--- src/rtl/fetch_pc_sequencer_pkg.sv ---
// Shared definitions for the fetch PC sequencer: sequencer state, datapath
// width, PC increment and the default reset PC.
package fetch_pkg;

  localparam int          XLEN             = 32;
  localparam logic [31:0] PC_STEP          = 32'd4;
  localparam logic [31:0] DEFAULT_RESET_PC = 32'h8000_0000;

  // IDLE: nothing in flight, WAIT: one granted request pending,
  // DROP: one stale (pre-jump) request pending whose data must be discarded.
  typedef enum logic [1:0] {
    IDLE = 2'd0,
    WAIT = 2'd1,
    DROP = 2'd2
  } fetch_state_e;

  // Sequential fetch address; wraps modulo 2^32.
  function automatic logic [XLEN-1:0] next_pc(input logic [XLEN-1:0] pc);
    return pc + PC_STEP;
  endfunction

endpackage

--- src/rtl/fetch_pc_sequencer_if.sv ---
// Bundle of the redirect, instruction-memory and decode handshake signals.
// The master modport is the sequencer's view. pc_o exists only when
// FETCH_TRACE_EN is defined.
interface fetch_pc_sequencer_if;
  import fetch_pkg::*;

  logic            jump_flag_i;
  logic [XLEN-1:0] jump_addr_i;
  logic            mem_req_o;
  logic [XLEN-1:0] mem_addr_o;
  logic            mem_gnt_i;
  logic            mem_rvalid_i;
  logic [XLEN-1:0] mem_rdata_i;
  logic            valid_o;
  logic            ready_i;
  logic [XLEN-1:0] inst_o;
`ifdef FETCH_TRACE_EN
  logic [XLEN-1:0] pc_o;

  modport master (
    input  jump_flag_i, jump_addr_i, mem_gnt_i, mem_rvalid_i, mem_rdata_i, ready_i,
    output mem_req_o, mem_addr_o, valid_o, inst_o, pc_o
  );

  modport slave (
    output jump_flag_i, jump_addr_i, mem_gnt_i, mem_rvalid_i, mem_rdata_i, ready_i,
    input  mem_req_o, mem_addr_o, valid_o, inst_o, pc_o
  );
`else
  modport master (
    input  jump_flag_i, jump_addr_i, mem_gnt_i, mem_rvalid_i, mem_rdata_i, ready_i,
    output mem_req_o, mem_addr_o, valid_o, inst_o
  );

  modport slave (
    output jump_flag_i, jump_addr_i, mem_gnt_i, mem_rvalid_i, mem_rdata_i, ready_i,
    input  mem_req_o, mem_addr_o, valid_o, inst_o
  );
`endif

endinterface

--- src/rtl/fetch_pc_sequencer_buffer.sv ---
// fetch_buffer: small power-of-two FIFO holding fetched instructions.
// Synchronous flush has priority over push/pop; a push while full is only
// accepted together with a pop.
module fetch_buffer #(
  parameter int DEPTH = 2,
  parameter int WIDTH = 32
) (
  input  logic                       clk,
  input  logic                       reset_n,
  input  logic                       flush,
  input  logic                       push,
  input  logic                       pop,
  input  logic [WIDTH-1:0]           wdata,
  output logic [WIDTH-1:0]           rdata,
  output logic [$clog2(DEPTH):0]     count,
  output logic                       empty,
  output logic                       full
);

  localparam int                PTR_W   = $clog2(DEPTH);
  localparam logic [PTR_W:0]    DEPTH_C = (PTR_W+1)'(DEPTH);

  logic [WIDTH-1:0] mem_r [DEPTH];
  logic [PTR_W-1:0] rd_ptr_r;
  logic [PTR_W-1:0] wr_ptr_r;
  logic [PTR_W:0]   count_r;
  logic             do_push_s;
  logic             do_pop_s;

  // Qualify push/pop against the current fill level and drive status flags.
  always_comb begin
    empty     = (count_r == {(PTR_W+1){1'b0}});
    full      = (count_r == DEPTH_C);
    do_pop_s  = pop && !empty;
    do_push_s = push && (!full || do_pop_s);
    count     = count_r;
    rdata     = mem_r[rd_ptr_r];
  end

  // Entry storage, written at the tail on every accepted push.
  always_ff @(posedge clk or negedge reset_n) begin
    if (!reset_n) begin
      for (int i = 0; i < DEPTH; i++) begin
        mem_r[i] <= '0;
      end
    end else if (do_push_s && !flush) begin
      mem_r[wr_ptr_r] <= wdata;
    end
  end

  // Pointers wrap naturally because DEPTH is a power of two.
  always_ff @(posedge clk or negedge reset_n) begin
    if (!reset_n) begin
      rd_ptr_r <= '0;
      wr_ptr_r <= '0;
      count_r  <= '0;
    end else if (flush) begin
      rd_ptr_r <= '0;
      wr_ptr_r <= '0;
      count_r  <= '0;
    end else begin
      if (do_push_s) begin
        wr_ptr_r <= wr_ptr_r + {{(PTR_W-1){1'b0}}, 1'b1};
      end
      if (do_pop_s) begin
        rd_ptr_r <= rd_ptr_r + {{(PTR_W-1){1'b0}}, 1'b1};
      end
      count_r <= count_r + {{PTR_W{1'b0}}, do_push_s} - {{PTR_W{1'b0}}, do_pop_s};
    end
  end

endmodule

--- src/rtl/fetch_pc_sequencer.sv ---
// fetch_pc_sequencer: owns the PC, issues one instruction-memory request at a
// time and buffers responses for decode. A jump redirects the PC, flushes the
// buffer and marks any in-flight response stale.
// Optional feature macro: FETCH_TRACE_EN (adds pc_o and stores the PC with
// each buffered instruction).
module fetch_pc_sequencer
  import fetch_pkg::*;
#(
  parameter logic [31:0] RESET_PC  = DEFAULT_RESET_PC,
  parameter int          BUF_DEPTH = 2
) (
  input logic                 clk,
  input logic                 reset_n,
  fetch_pc_sequencer_if.master bus
);

  localparam int               CNT_W   = $clog2(BUF_DEPTH) + 1;
  localparam logic [CNT_W:0]   DEPTH_C = (CNT_W+1)'(BUF_DEPTH);
`ifdef FETCH_TRACE_EN
  localparam int               ENTRY_W = 2 * XLEN;
`else
  localparam int               ENTRY_W = XLEN;
`endif

  fetch_state_e     state_r;
  logic [XLEN-1:0]  pc_r;
`ifdef FETCH_TRACE_EN
  logic [XLEN-1:0]  req_pc_r;
`endif

  logic               jump_s;
  logic               rsp_s;
  logic               push_s;
  logic               pop_s;
  logic               valid_s;
  logic               slot_free_s;
  logic               req_s;
  logic               gnt_s;
  logic [CNT_W:0]     occ_next_s;
  logic [CNT_W-1:0]   count_s;
  logic               empty_s;
  logic               full_s;
  logic [ENTRY_W-1:0] push_data_s;
  logic [ENTRY_W-1:0] head_s;

  // Request/accept decisions. A new request may only issue when nothing is
  // outstanding, or when the outstanding response lands this very cycle, so
  // there is never more than one request in flight.
  always_comb begin
    jump_s      = bus.jump_flag_i;
    rsp_s       = (state_r == WAIT) && bus.mem_rvalid_i;
    valid_s     = !empty_s && !jump_s;
    pop_s       = valid_s && bus.ready_i;
    push_s      = rsp_s && !jump_s && (!full_s || pop_s);
    occ_next_s  = {1'b0, count_s} + {{CNT_W{1'b0}}, push_s} - {{CNT_W{1'b0}}, pop_s};
    slot_free_s = (state_r == IDLE) || rsp_s;
    req_s       = !jump_s && slot_free_s && (occ_next_s < DEPTH_C);
    gnt_s       = req_s && bus.mem_gnt_i;
`ifdef FETCH_TRACE_EN
    push_data_s = {req_pc_r, bus.mem_rdata_i};
`else
    push_data_s = bus.mem_rdata_i;
`endif
  end

  // Drive the bus; head fields read as zero while the buffer is empty.
  always_comb begin
    bus.mem_req_o  = req_s;
    bus.mem_addr_o = pc_r;
    bus.valid_o    = valid_s;
    if (empty_s) begin
      bus.inst_o = {XLEN{1'b0}};
`ifdef FETCH_TRACE_EN
      bus.pc_o   = {XLEN{1'b0}};
`endif
    end else begin
      bus.inst_o = head_s[XLEN-1:0];
`ifdef FETCH_TRACE_EN
      bus.pc_o   = head_s[ENTRY_W-1:XLEN];
`endif
    end
  end

  // Sequencer FSM: tracks whether a live or stale response is outstanding.
  always_ff @(posedge clk or negedge reset_n) begin
    if (!reset_n) begin
      state_r <= IDLE;
    end else begin
      case (state_r)
        IDLE: begin
          if (gnt_s) state_r <= WAIT;
          else       state_r <= IDLE;
        end
        WAIT: begin
          if (jump_s) begin
            if (bus.mem_rvalid_i) state_r <= IDLE;
            else                  state_r <= DROP;
          end else if (bus.mem_rvalid_i) begin
            if (gnt_s) state_r <= WAIT;
            else       state_r <= IDLE;
          end else begin
            state_r <= WAIT;
          end
        end
        DROP: begin
          if (bus.mem_rvalid_i) begin
            if (gnt_s) state_r <= WAIT;
            else       state_r <= IDLE;
          end else begin
            state_r <= DROP;
          end
        end
        default: state_r <= IDLE;
      endcase
    end
  end

  // Program counter: redirect on jump, otherwise step on each grant.
  always_ff @(posedge clk or negedge reset_n) begin
    if (!reset_n) begin
      pc_r <= RESET_PC;
    end else if (jump_s) begin
      pc_r <= bus.jump_addr_i;
    end else if (gnt_s) begin
      pc_r <= next_pc(pc_r);
    end
  end

`ifdef FETCH_TRACE_EN
  // Remember the address of the outstanding request for the trace PC.
  always_ff @(posedge clk or negedge reset_n) begin
    if (!reset_n) begin
      req_pc_r <= {XLEN{1'b0}};
    end else if (gnt_s) begin
      req_pc_r <= pc_r;
    end
  end
`endif

  fetch_buffer #(
    .DEPTH (BUF_DEPTH),
    .WIDTH (ENTRY_W)
  ) u_buffer (
    .clk     (clk),
    .reset_n (reset_n),
    .flush   (jump_s),
    .push    (push_s),
    .pop     (pop_s),
    .wdata   (push_data_s),
    .rdata   (head_s),
    .count   (count_s),
    .empty   (empty_s),
    .full    (full_s)
  );

endmodule
--- src/flat_wrapper.sv ---
// flat-port wrapper written by rule: the top's interface ports become plain ports
module fetch_pc_sequencer_flat import fetch_pkg::*;
#(
  parameter logic [31:0] RESET_PC  = DEFAULT_RESET_PC,
  parameter int          BUF_DEPTH = 2
)
  (clk, reset_n, bus_jump_flag_i, bus_jump_addr_i, bus_mem_gnt_i, bus_mem_rvalid_i, bus_mem_rdata_i, bus_ready_i, bus_mem_req_o, bus_mem_addr_o, bus_valid_o, bus_inst_o);
  fetch_pc_sequencer_if bus_i ();
  input logic clk;
  input logic reset_n;
  input wire logic [$bits(bus_i.jump_flag_i)-1:0] bus_jump_flag_i;
  input wire logic [$bits(bus_i.jump_addr_i)-1:0] bus_jump_addr_i;
  input wire logic [$bits(bus_i.mem_gnt_i)-1:0] bus_mem_gnt_i;
  input wire logic [$bits(bus_i.mem_rvalid_i)-1:0] bus_mem_rvalid_i;
  input wire logic [$bits(bus_i.mem_rdata_i)-1:0] bus_mem_rdata_i;
  input wire logic [$bits(bus_i.ready_i)-1:0] bus_ready_i;
  output wire logic [$bits(bus_i.mem_req_o)-1:0] bus_mem_req_o;
  output wire logic [$bits(bus_i.mem_addr_o)-1:0] bus_mem_addr_o;
  output wire logic [$bits(bus_i.valid_o)-1:0] bus_valid_o;
  output wire logic [$bits(bus_i.inst_o)-1:0] bus_inst_o;
  assign bus_i.jump_flag_i = bus_jump_flag_i;
  assign bus_i.jump_addr_i = bus_jump_addr_i;
  assign bus_i.mem_gnt_i = bus_mem_gnt_i;
  assign bus_i.mem_rvalid_i = bus_mem_rvalid_i;
  assign bus_i.mem_rdata_i = bus_mem_rdata_i;
  assign bus_i.ready_i = bus_ready_i;
  assign bus_mem_req_o = bus_i.mem_req_o;
  assign bus_mem_addr_o = bus_i.mem_addr_o;
  assign bus_valid_o = bus_i.valid_o;
  assign bus_inst_o = bus_i.inst_o;
  fetch_pc_sequencer #(.RESET_PC(RESET_PC), .BUF_DEPTH(BUF_DEPTH)) u_core (.clk(clk), .reset_n(reset_n), .bus(bus_i));
endmodule
--- config.mk ---
export PLATFORM = sky130hd
export DESIGN_NAME = fetch_pc_sequencer_flat
export DESIGN_NICKNAME = d
export VERILOG_FILES = /design/src/rtl/fetch_pc_sequencer_pkg.sv /design/src/rtl/fetch_pc_sequencer_if.sv /design/src/rtl/fetch_pc_sequencer_buffer.sv /design/src/rtl/fetch_pc_sequencer.sv /design/src/flat_wrapper.sv
export SDC_FILE = /design/constraint.sdc
export NUM_CORES = 1
export LEC_CHECK = 0
export CAP_MARGIN = 10
export CORE_AREA = 5 5 107 109
export DETAILED_ROUTE_END_ITERATION = 16
export DIE_AREA = 0 0 112 114
export GPL_ROUTABILITY_DRIVEN = 0
export PLACE_DENSITY = 0.89
export SKIP_LAST_GASP = 1
export SLEW_MARGIN = 0
export SYNTH_ARGS = -nofsm -noshare
export SYNTH_HDL_FRONTEND = slang
export SYNTH_HIERARCHICAL = 1
export SYNTH_SLANG_ARGS = --single-unit
--- constraint.sdc ---
create_clock -name clk -period 9.7 [get_ports clk]
set_input_delay 1.94 -clock clk [delete_from_list [all_inputs] [get_ports clk]]
set_output_delay 1.94 -clock clk [all_outputs]
set_load 0.05 [all_outputs]
# [Word level (Yosys, flattened, before mapping)]
# Cells that the tools add are included.
[op_classes] add_sub_neg=7 magnitude_cmp=4 eq_ne=3 n_mux=20 bitwise=2 reduce_logical=23
[op_table] op="$mux W32" n=7
[op_table] op="$bwmux W64" n=1
[op_table] op="$add A32 B3 Y32 const B" n=1
[op_table] op="$demux W32 S1" n=1
[op_table] op="$logic_and A1 B1 Y1" n=12
[op_table] op="$mux W2" n=4
[op_table] op="$mux W1" n=6
[op_table] op="$pmux W2 S3" n=1
[op_table] op="$reduce_bool A2 Y1" n=3
[op_table] op="$eq A2 B2 Y1 const B" n=2
[op_table] op="$ge A2 B2 Y1 const B" n=2
[op_table] op="$logic_not A2 Y1" n=2
[op_table] op="$not A1 Y2" n=2
[op_table] op="$add A2 B1 Y3" n=1
[op_table] op="$logic_not A1 Y1" n=3
[op_table] op="$logic_or A1 B1 Y1" n=3
[op_table] op="$lt A3 B2 Y1 const B" n=1
[op_table] op="$sub A3 B1 Y3" n=1
[op_table] op="$add A1 B1 Y1 const B" n=2
[op_table] op="$add A2 B1 Y2" n=1
[op_table] op="$eq A2 B1 Y1 const B" n=1
[op_table] op="$lt A2 B1 Y1 const B" n=1
[op_table] op="$sub A2 B1 Y2" n=1
[totals] regBits=102 in_bits=70 elab_cells=66

# [Depth between registers and ports, before layout]
# Gate-level depths: netlist of run 1.
[logic_depth] word_depth=15 ltp_mapped=13

# [Cells and area by module]
# Netlist of run 1, hierarchy kept.
[modules_own_cells] mod="fetch_buffer" n_inst=1 cells_per_inst=195 area_each_um2=3106.7 seq_area_each_um2=1701.6
[modules_own_cells] mod="fetch_pc_sequencer" n_inst=1 cells_per_inst=265 area_each_um2=2318.5 seq_area_each_um2=852.1

# [Least setup slack after synthesis of run 1]
# OpenSTA, ideal clock, no wires.
[synth_path] path_kind="input port to output port" from="input bus_jump_flag_i" to="output bus_mem_req_o" arrival_ns=4.161 required_ns=7.760 path_slack_ns=3.599 stages=9 path_buffers=3 path_cell_list="buf_4 clkbuf_1 nor3_1 ha_1 nand2b_1 fa_1 nand2b_4 a2111oi_4 buf_4"
[synth_between] elab_chain_cells=9
[synth_lines] element="start, declared" line_no="flat_wrapper.sv:11" source="input wire logic [$bits(bus_i.jump_flag_i)-1:0] bus_jump_flag_i;"
[synth_lines] element="$logic_not A1 Y1 (*)" line_no="fetch_pc_sequencer.sv:52" source="valid_s = !empty_s && !jump_s;"
[synth_lines] element="$logic_and A1 B1 Y1 (*)" line_no="fetch_pc_sequencer.sv:52"
[synth_lines] element="$logic_and A1 B1 Y1 (*)" line_no="fetch_pc_sequencer.sv:53" source="pop_s = valid_s && bus.ready_i;"
[synth_lines] element="net u_core.pop_s" line_no="fetch_pc_sequencer.sv:34" source="logic pop_s;"
[synth_lines] element="$logic_or A1 B1 Y1" line_no="fetch_pc_sequencer.sv:54" source="push_s = rsp_s && !jump_s && (!full_s || pop_s);"
[synth_lines] element="$logic_and A1 B1 Y1" line_no="fetch_pc_sequencer.sv:54"
[synth_lines] element="$add A2 B1 Y3" line_no="fetch_pc_sequencer.sv:55" source="occ_next_s = {1'b0, count_s} + {{CNT_W{1'b0}}, push_s} - {{CNT_W{1'b0}}, pop_s};"
[synth_lines] element="$sub A3 B1 Y3 (*)" line_no="fetch_pc_sequencer.sv:55"
[synth_lines] element="$lt A3 B2 Y1 (*)" line_no="fetch_pc_sequencer.sv:57" source="req_s = !jump_s && slot_free_s && (occ_next_s < DEPTH_C);"
[synth_lines] element="$logic_and A1 B1 Y1 (*)" line_no="fetch_pc_sequencer.sv:57"
[synth_lines] element="end, declared" line_no="flat_wrapper.sv:17" source="output wire logic [$bits(bus_i.mem_req_o)-1:0] bus_mem_req_o;"
# Mark *: on every way through the listed nets, which the timed path passes. The rest lies on a longest branch.

# [Worst setup path after layout of run 1]
# Ends and elaborated chain as after synthesis.

==> out/results.ini, run 1 <==
[drt]
drt_wl_total_um = 13400
via_count = 4115
drt_iter0_drc = 288
wl_per_cell_um = 18.4
drc = 0
vias_per_cell = 5.64
drtPass1Iterations = 4
drtAntennaViolNets = 0

[sta]
setup_viol = 0
fmax_mhz = 131
worstMarginPinSlew_ns = 1.14
hold_ws_ns = 0.509
period_share = 0.787
fin_ws_ns = 2.07
slew_viol_final = 0
relSlewSlack = 0.243
rsz0062_at_grt = no
tns_ns = 0
hold_violations = 0
min_period_ns = 7.63
fin_skew_ns = 0.0136

[logic_synthesis]
synth_warnings = 6
synth_top_area_share = 0.466
netlist_instances = 460
async_flop_share = 1.00
synthesis.area_sq_mm = 0.00543
yosysTopAreaCell = dfrtp_1
ys_types = 53
ys_seq_area_frac = 0.471
syn_nets = 535
syn_avg_cell_area_sq_um = 11.8
synthTopCellsByArea = dfrtp_1 47%, mux2_2 14%, mux2_4 8.3%, nor2b_1 3.9%, nand2_1 2.0%
dominantRegCellSynth = dfrtp_1
synth.top_cells.by_count = 101 x dfrtp_1, 69 x mux2_2, 34 x nor2b_1
synth.most_common_cell = dfrtp_1
synth_edf_count = 0
synth-seq-cells = 102

[job]
cap_violations = 0

[finish]
syn2layout_area_growth_pct = 29.4
n_fill_cell = 791
final_util = 0.668
drive_gt1_frac = 0.238
num_antenna_cells = 0
nNetsFinal = 659
ff_latch_area_sq_mm = 0.00255
multi_input_area_sq_mm = 0.00267

[global_route]
grt_pass1_wl_um = 21600
grt_pass1_vias = 4431
grt.total_usage = 0.207
antenna_found_initial = 0
grt_max_degree = 61
grt_overflow = 0

[setup_path]
worstPathMaxFanout = 46
rr_startpoint = u_core/u_buffer/count[1]
critical_path_arrival_ns = 5.69
critical_path_class = primary input to primary output
startpoint_type = primary input
startpoint = bus_jump_flag_i
worstSetupEndpointType = primary output
worstPathRequired_ns = 7.76

[cts]
worstSkewPairLatency_ns = 0.37
post_cts_buffers = 0
numCtsBuffers = 9
cts.sinks = 102
clk_transition_reported_paths_ns = 0.09
root_buffer = clkbuf_8
htreeDepth = 3
clockBufferDepth = 2
cts_tree = done
cts.repair.resized = 0
cts_hold_buf = 0

[min_path]
holdCritPathClass = flop to flop
hold_start = u_core/u_buffer/mem_r[39]

[pwr]
ir_drop_v = 0.0000786
powerDensity_mw_per_mm2 = 161
power_leakage_nw = 2.96
power.total_mw = 1.13

[floorplan]
initial_core_util = 0.516
rows = 38
io-pin-count = 136
die-area_sq_mm = 0.0128
core_area_sq_mm = 0.0105
die_height_um = 114
die_w_um = 112

[place]
pre_cts_slack_ns = 2.12
dp_hpwl_um = 9300
port_buffers = 135

[run_status]
outcome = finished clean

[logic make-up (layout without fill, tap and decap cells)]
| logic type | after synthesis | count (layout) | share of synthesized area |
|---|---|---|---|
| simple gates | 146 | 146 | 0.157 |
| flops | 102 | 102 | 0.471 |
| mux | 100 | 100 | 0.228 |
| compound gates | 62 | 62 | 0.0874 |
| buf+inv | 41 | 170 | 0.0378 |
| fa+ha+maj | 5 | 5 | 0.0129 |
| xor+xnor | 4 | 4 | 0.00646 |
[flip-flops by register name (all words and copies together), names as in the netlist]
signal / cells
u_core/u_buffer/count: 2
u_core/u_buffer/rd_ptr_r: 1
u_core/u_buffer/mem_r: 64
u_core/state_r: 2
u_core/u_buffer/wr_ptr_r: 1
u_core/bus.mem_addr_o: 32
[layer usage]
layer  up-vias  part of all wire  global-route usage
met5         -                 0                   0
met4         0             0.019              0.0881
met3        21             0.035              0.0239
met2       122              0.53               0.367
met1      2069              0.42               0.258
li1       1903                 -                   -
[cell usage in the layout (no fill, tap or decap), types with 2 or more instances in the layout]
cell | netlist | routed
a21o_1 | 6 | 6
a21oi_1 | 6 | 6
a221o_1 | 8 | 8
a22oi_1 | 4 | 4
a31o_2 | 3 | 3
and2_1 | 2 | 2
and3_1 | 3 | 3
buf_4 | 3 | 6
clkbuf_8 | 0 | 9
clkdlybuf4s50_1 | 0 | 134
clkinv_4 | 0 | 2
dfrtp_1 | 101 | 101
ha_1 | 4 | 4
inv_1 | 14 | 14
inv_6 | 0 | 3
mux2_2 | 69 | 69
mux2_4 | 30 | 30
nand2_1 | 29 | 29
nand3_1 | 20 | 20
nand4_1 | 10 | 10
nand4_2 | 2 | 2
nor2_1 | 16 | 15
nor2b_1 | 34 | 34
nor3_1 | 6 | 6
nor3b_1 | 2 | 2
nor4_1 | 4 | 4
o211ai_1 | 8 | 8
o21ai_0 | 15 | 15
o311ai_0 | 4 | 4
o31a_1 | 2 | 2
or3_1 | 6 | 6
xnor2_1 | 2 | 2
xor2_1 | 2 | 2
[final timing paths]
path	endpoint	slack (ns)	cells past startpoint
max	bus_mem_req_o	2.07	9
min	u_core/u_buffer/mem_r[39]	0.51	1
max reg2reg	u_core/bus.mem_addr_o[10]	5.74	10
min reg2reg	u_core/u_buffer/mem_r[39]	0.51	1
max in group asynchronous	u_core/bus.mem_addr_o[12]	6.99	2
min in group asynchronous	u_core/u_buffer/mem_r[59]	1.55	1
[worst max-delay path, cell delays in order]
cell	delay [ns]
clkdlybuf4s50_1	0.39
buf_4	0.28
nor3_1	0.39
ha_1	0.29
nand2b_1	0.16
fa_1	0.55
nand2b_4	0.07
a2111oi_4	0.67
clkdlybuf4s50_1	0.95
[metrics by stage]
stage,instance area (sq um),cells
2_1_floorplan,5430,460
3_3_place_gp,6840,713
3_5_place_dp,6840,713
4_1_cts,7020,729
5_1_grt,7020,729
6_report,7020,729
[report_power, final]
group	switching [mW]	total, mW	internal (mW)
Clock	0.155	0.252	0.0967
Sequential	0.0507	0.546	0.496
Combinational	0.160	0.329	0.170
Total	0.366	1.13	0.762
[layout make-up]
class / count / area share
clock buffers: 9 / 0.0177
multi-input cells: 317 / 0.380
clock inverters: 7 / 0.00802
inverters: 14 / 0.00749
repair buffers: 140 / 0.198
well taps: 140 / 0.0250
flip-flops and latches: 102 / 0.364
Note: power is estimated with default switching activity, not from simulation.
==> run 2, diff against run 1 <==
Settings changed: CORE_AREA 5 5 107 109 to 5 5 111 113, DIE_AREA 0 0 112 114 to 0 0 116 118, PLACE_DENSITY 0.89 to 0.83.
Clock period 9.7 ns to 7.4 ns, I/O delays scaled along.
==> out/results.ini, run 2 (synthesis gave the netlist of run 1 again) <==
[job]
cap_violations = 0

[finish]
multi_input_area_sq_mm = 0.00268
ff_latch_area_sq_mm = 0.00255
syn2layout_area_growth_pct = 32.1
stdcell_count = 731
n_fill_cell = 896
drive_gt1_frac = 0.235
nNetsFinal = 658
largest_register = u_core/u_buffer/mem_r
num_antenna_cells = 0
postLayoutCellArea_sq_mm = 0.00717
largest_reg_flops = 64
final_util = 0.639
final_common_cell = clkdlybuf4s50_1
layout_common_cells = 133 x clkdlybuf4s50_1, 101 x dfrtp_1, 69 x mux2_2

[floorplan]
io-pin-count = 136
core_area_sq_mm = 0.0112
initial_core_util = 0.483
rows = 39
die-area_sq_mm = 0.0137
die_height_um = 118
die_w_um = 116

[pwr]
power_leakage_nw = 3.03
powerDensity_mw_per_mm2 = 231
p_sw_mw = 0.472
ir_drop_v = 0.000114
p_int_mw = 1.18
clkPwrFrac = 0.304
switching_share = 0.286
power_frac_seq = 0.435
power.total_mw = 1.65
comb_power_share = 0.262

[sta]
fin_skew_ns = 0.00725
hold_ws_ns = 0.502
tns_ns = 0
relSlewSlack = 0.230
fin_ws_ns = 1.37
period_share = 0.815
worstMarginPinSlew_ns = 1.16
min_period_ns = 6.03
setup_viol = 0
slew_viol_final = 0
hold_violations = 0
fmax_mhz = 166
rsz0062_at_grt = no

[cts]
cts.repair.resized = 0
worstSkewPairLatency_ns = 0.34
root_buffer = clkbuf_16
post_cts_buffers = 0
cts.sinks = 102
clk_transition_reported_paths_ns = 0.06
cts_hold_buf = 0
clockBufferDepth = 2
numCtsBuffers = 9
cts_tree = done
htreeDepth = 3

[place]
pre_cts_slack_ns = 1.38
port_buffers = 135
placed_cell_area_sq_mm = 0.00685
dp_hpwl_um = 9490
dp_cells = 715

[drt]
highest_layer = met4
drt_iter0_drc = 266
via_count = 4139
drt_wl_total_um = 13600
drtPass1Iterations = 5
wl_met3_um = 659
vias_per_cell = 5.66
met2_length_um = 7090
wl_per_cell_um = 18.6
wl_met1_um = 5590
drtAntennaViolNets = 0
drc = 0

[setup_path]
slowest_stage = a2111oi_4
worstSetupEndpointType = primary output
critical_path_class = primary input to primary output
path_cells = clkdlybuf4s50_1 -> buf_4 -> nor3b_1 -> and3_1 -> nand2b_1 -> fa_1 -> nand2b_4 -> a2111oi_4 -> buf_12
worstPathRequired_ns = 5.92
worstPathMaxFanout = 41
cp-endpoint = bus_mem_req_o
slowest_delay_ns = 0.71
r2r_slack_ns = 3.22
critical_path_arrival_ns = 4.55
startpoint = bus_jump_flag_i
rr_worst_depth = 11
reg2reg_to = u_core/bus.mem_addr_o[8]
startpoint_type = primary input
rr_startpoint = u_core/u_buffer/count[1]

[run_status]
outcome = finished clean

[global_route]
grt_pass1_vias = 4499
grt_overflow = 0
grt.total_usage = 0.200
antenna_found_initial = 0
grt_pass1_wl_um = 22200
grt_max_degree = 83

[min_path]
holdCritPathClass = flop to flop

-- run 2: layout make-up --
cell class / instances / area share
multi-input combinational: 317 / 0.373
sequential: 102 / 0.356
clock buffer: 13 / 0.0349
clock inverter: 3 / 0.00943
tap: 143 / 0.0250
inverter: 14 / 0.00733
timing repair buffer: 139 / 0.194
-- run 2: critical path: cells and delay by family --
kind | cells | cell delay [ns]
buffers and inverters | 3 | 1.05
AND/OR/NAND/NOR | 4 | 0.77
adder cells (fa/ha/maj) | 1 | 0.54
AO/OA/AOI/OAI | 1 | 0.71
-- run 2: power groups by stage --
stage	combinational (mW)	sequential, mW	clock [mW]
floorplan	0.225	0.778	0
global placement	0.421	0.717	0
detailed placement	0.435	0.727	0
CTS	0.437	0.718	0.515
global route	0.463	0.731	0.535
finish	0.433	0.719	0.502
-- run 2: worst min-delay path by stage --
stage | end | cells after the start | start
final | u_core/u_buffer/mem_r[41] | 1 | u_core/u_buffer/mem_r[41]
after floorplan | u_core/u_buffer/mem_r[28] | 1 | u_core/u_buffer/mem_r[28]
after detailed placement | u_core/u_buffer/mem_r[40] | 1 | u_core/u_buffer/mem_r[40]
after global placement | u_core/u_buffer/mem_r[39] | 1 | u_core/u_buffer/mem_r[39]
after global routing | u_core/u_buffer/mem_r[34] | 1 | u_core/u_buffer/mem_r[34]
after CTS | u_core/u_buffer/mem_r[40] | 1 | u_core/u_buffer/mem_r[40]
-- run 2: metal layers --
metal	vias to the layer above	GRT usage
met2	132	0.353
met1	2082	0.246
met4	0	0.0689
met5	-	0
li1	1908	-
met3	17	0.0308
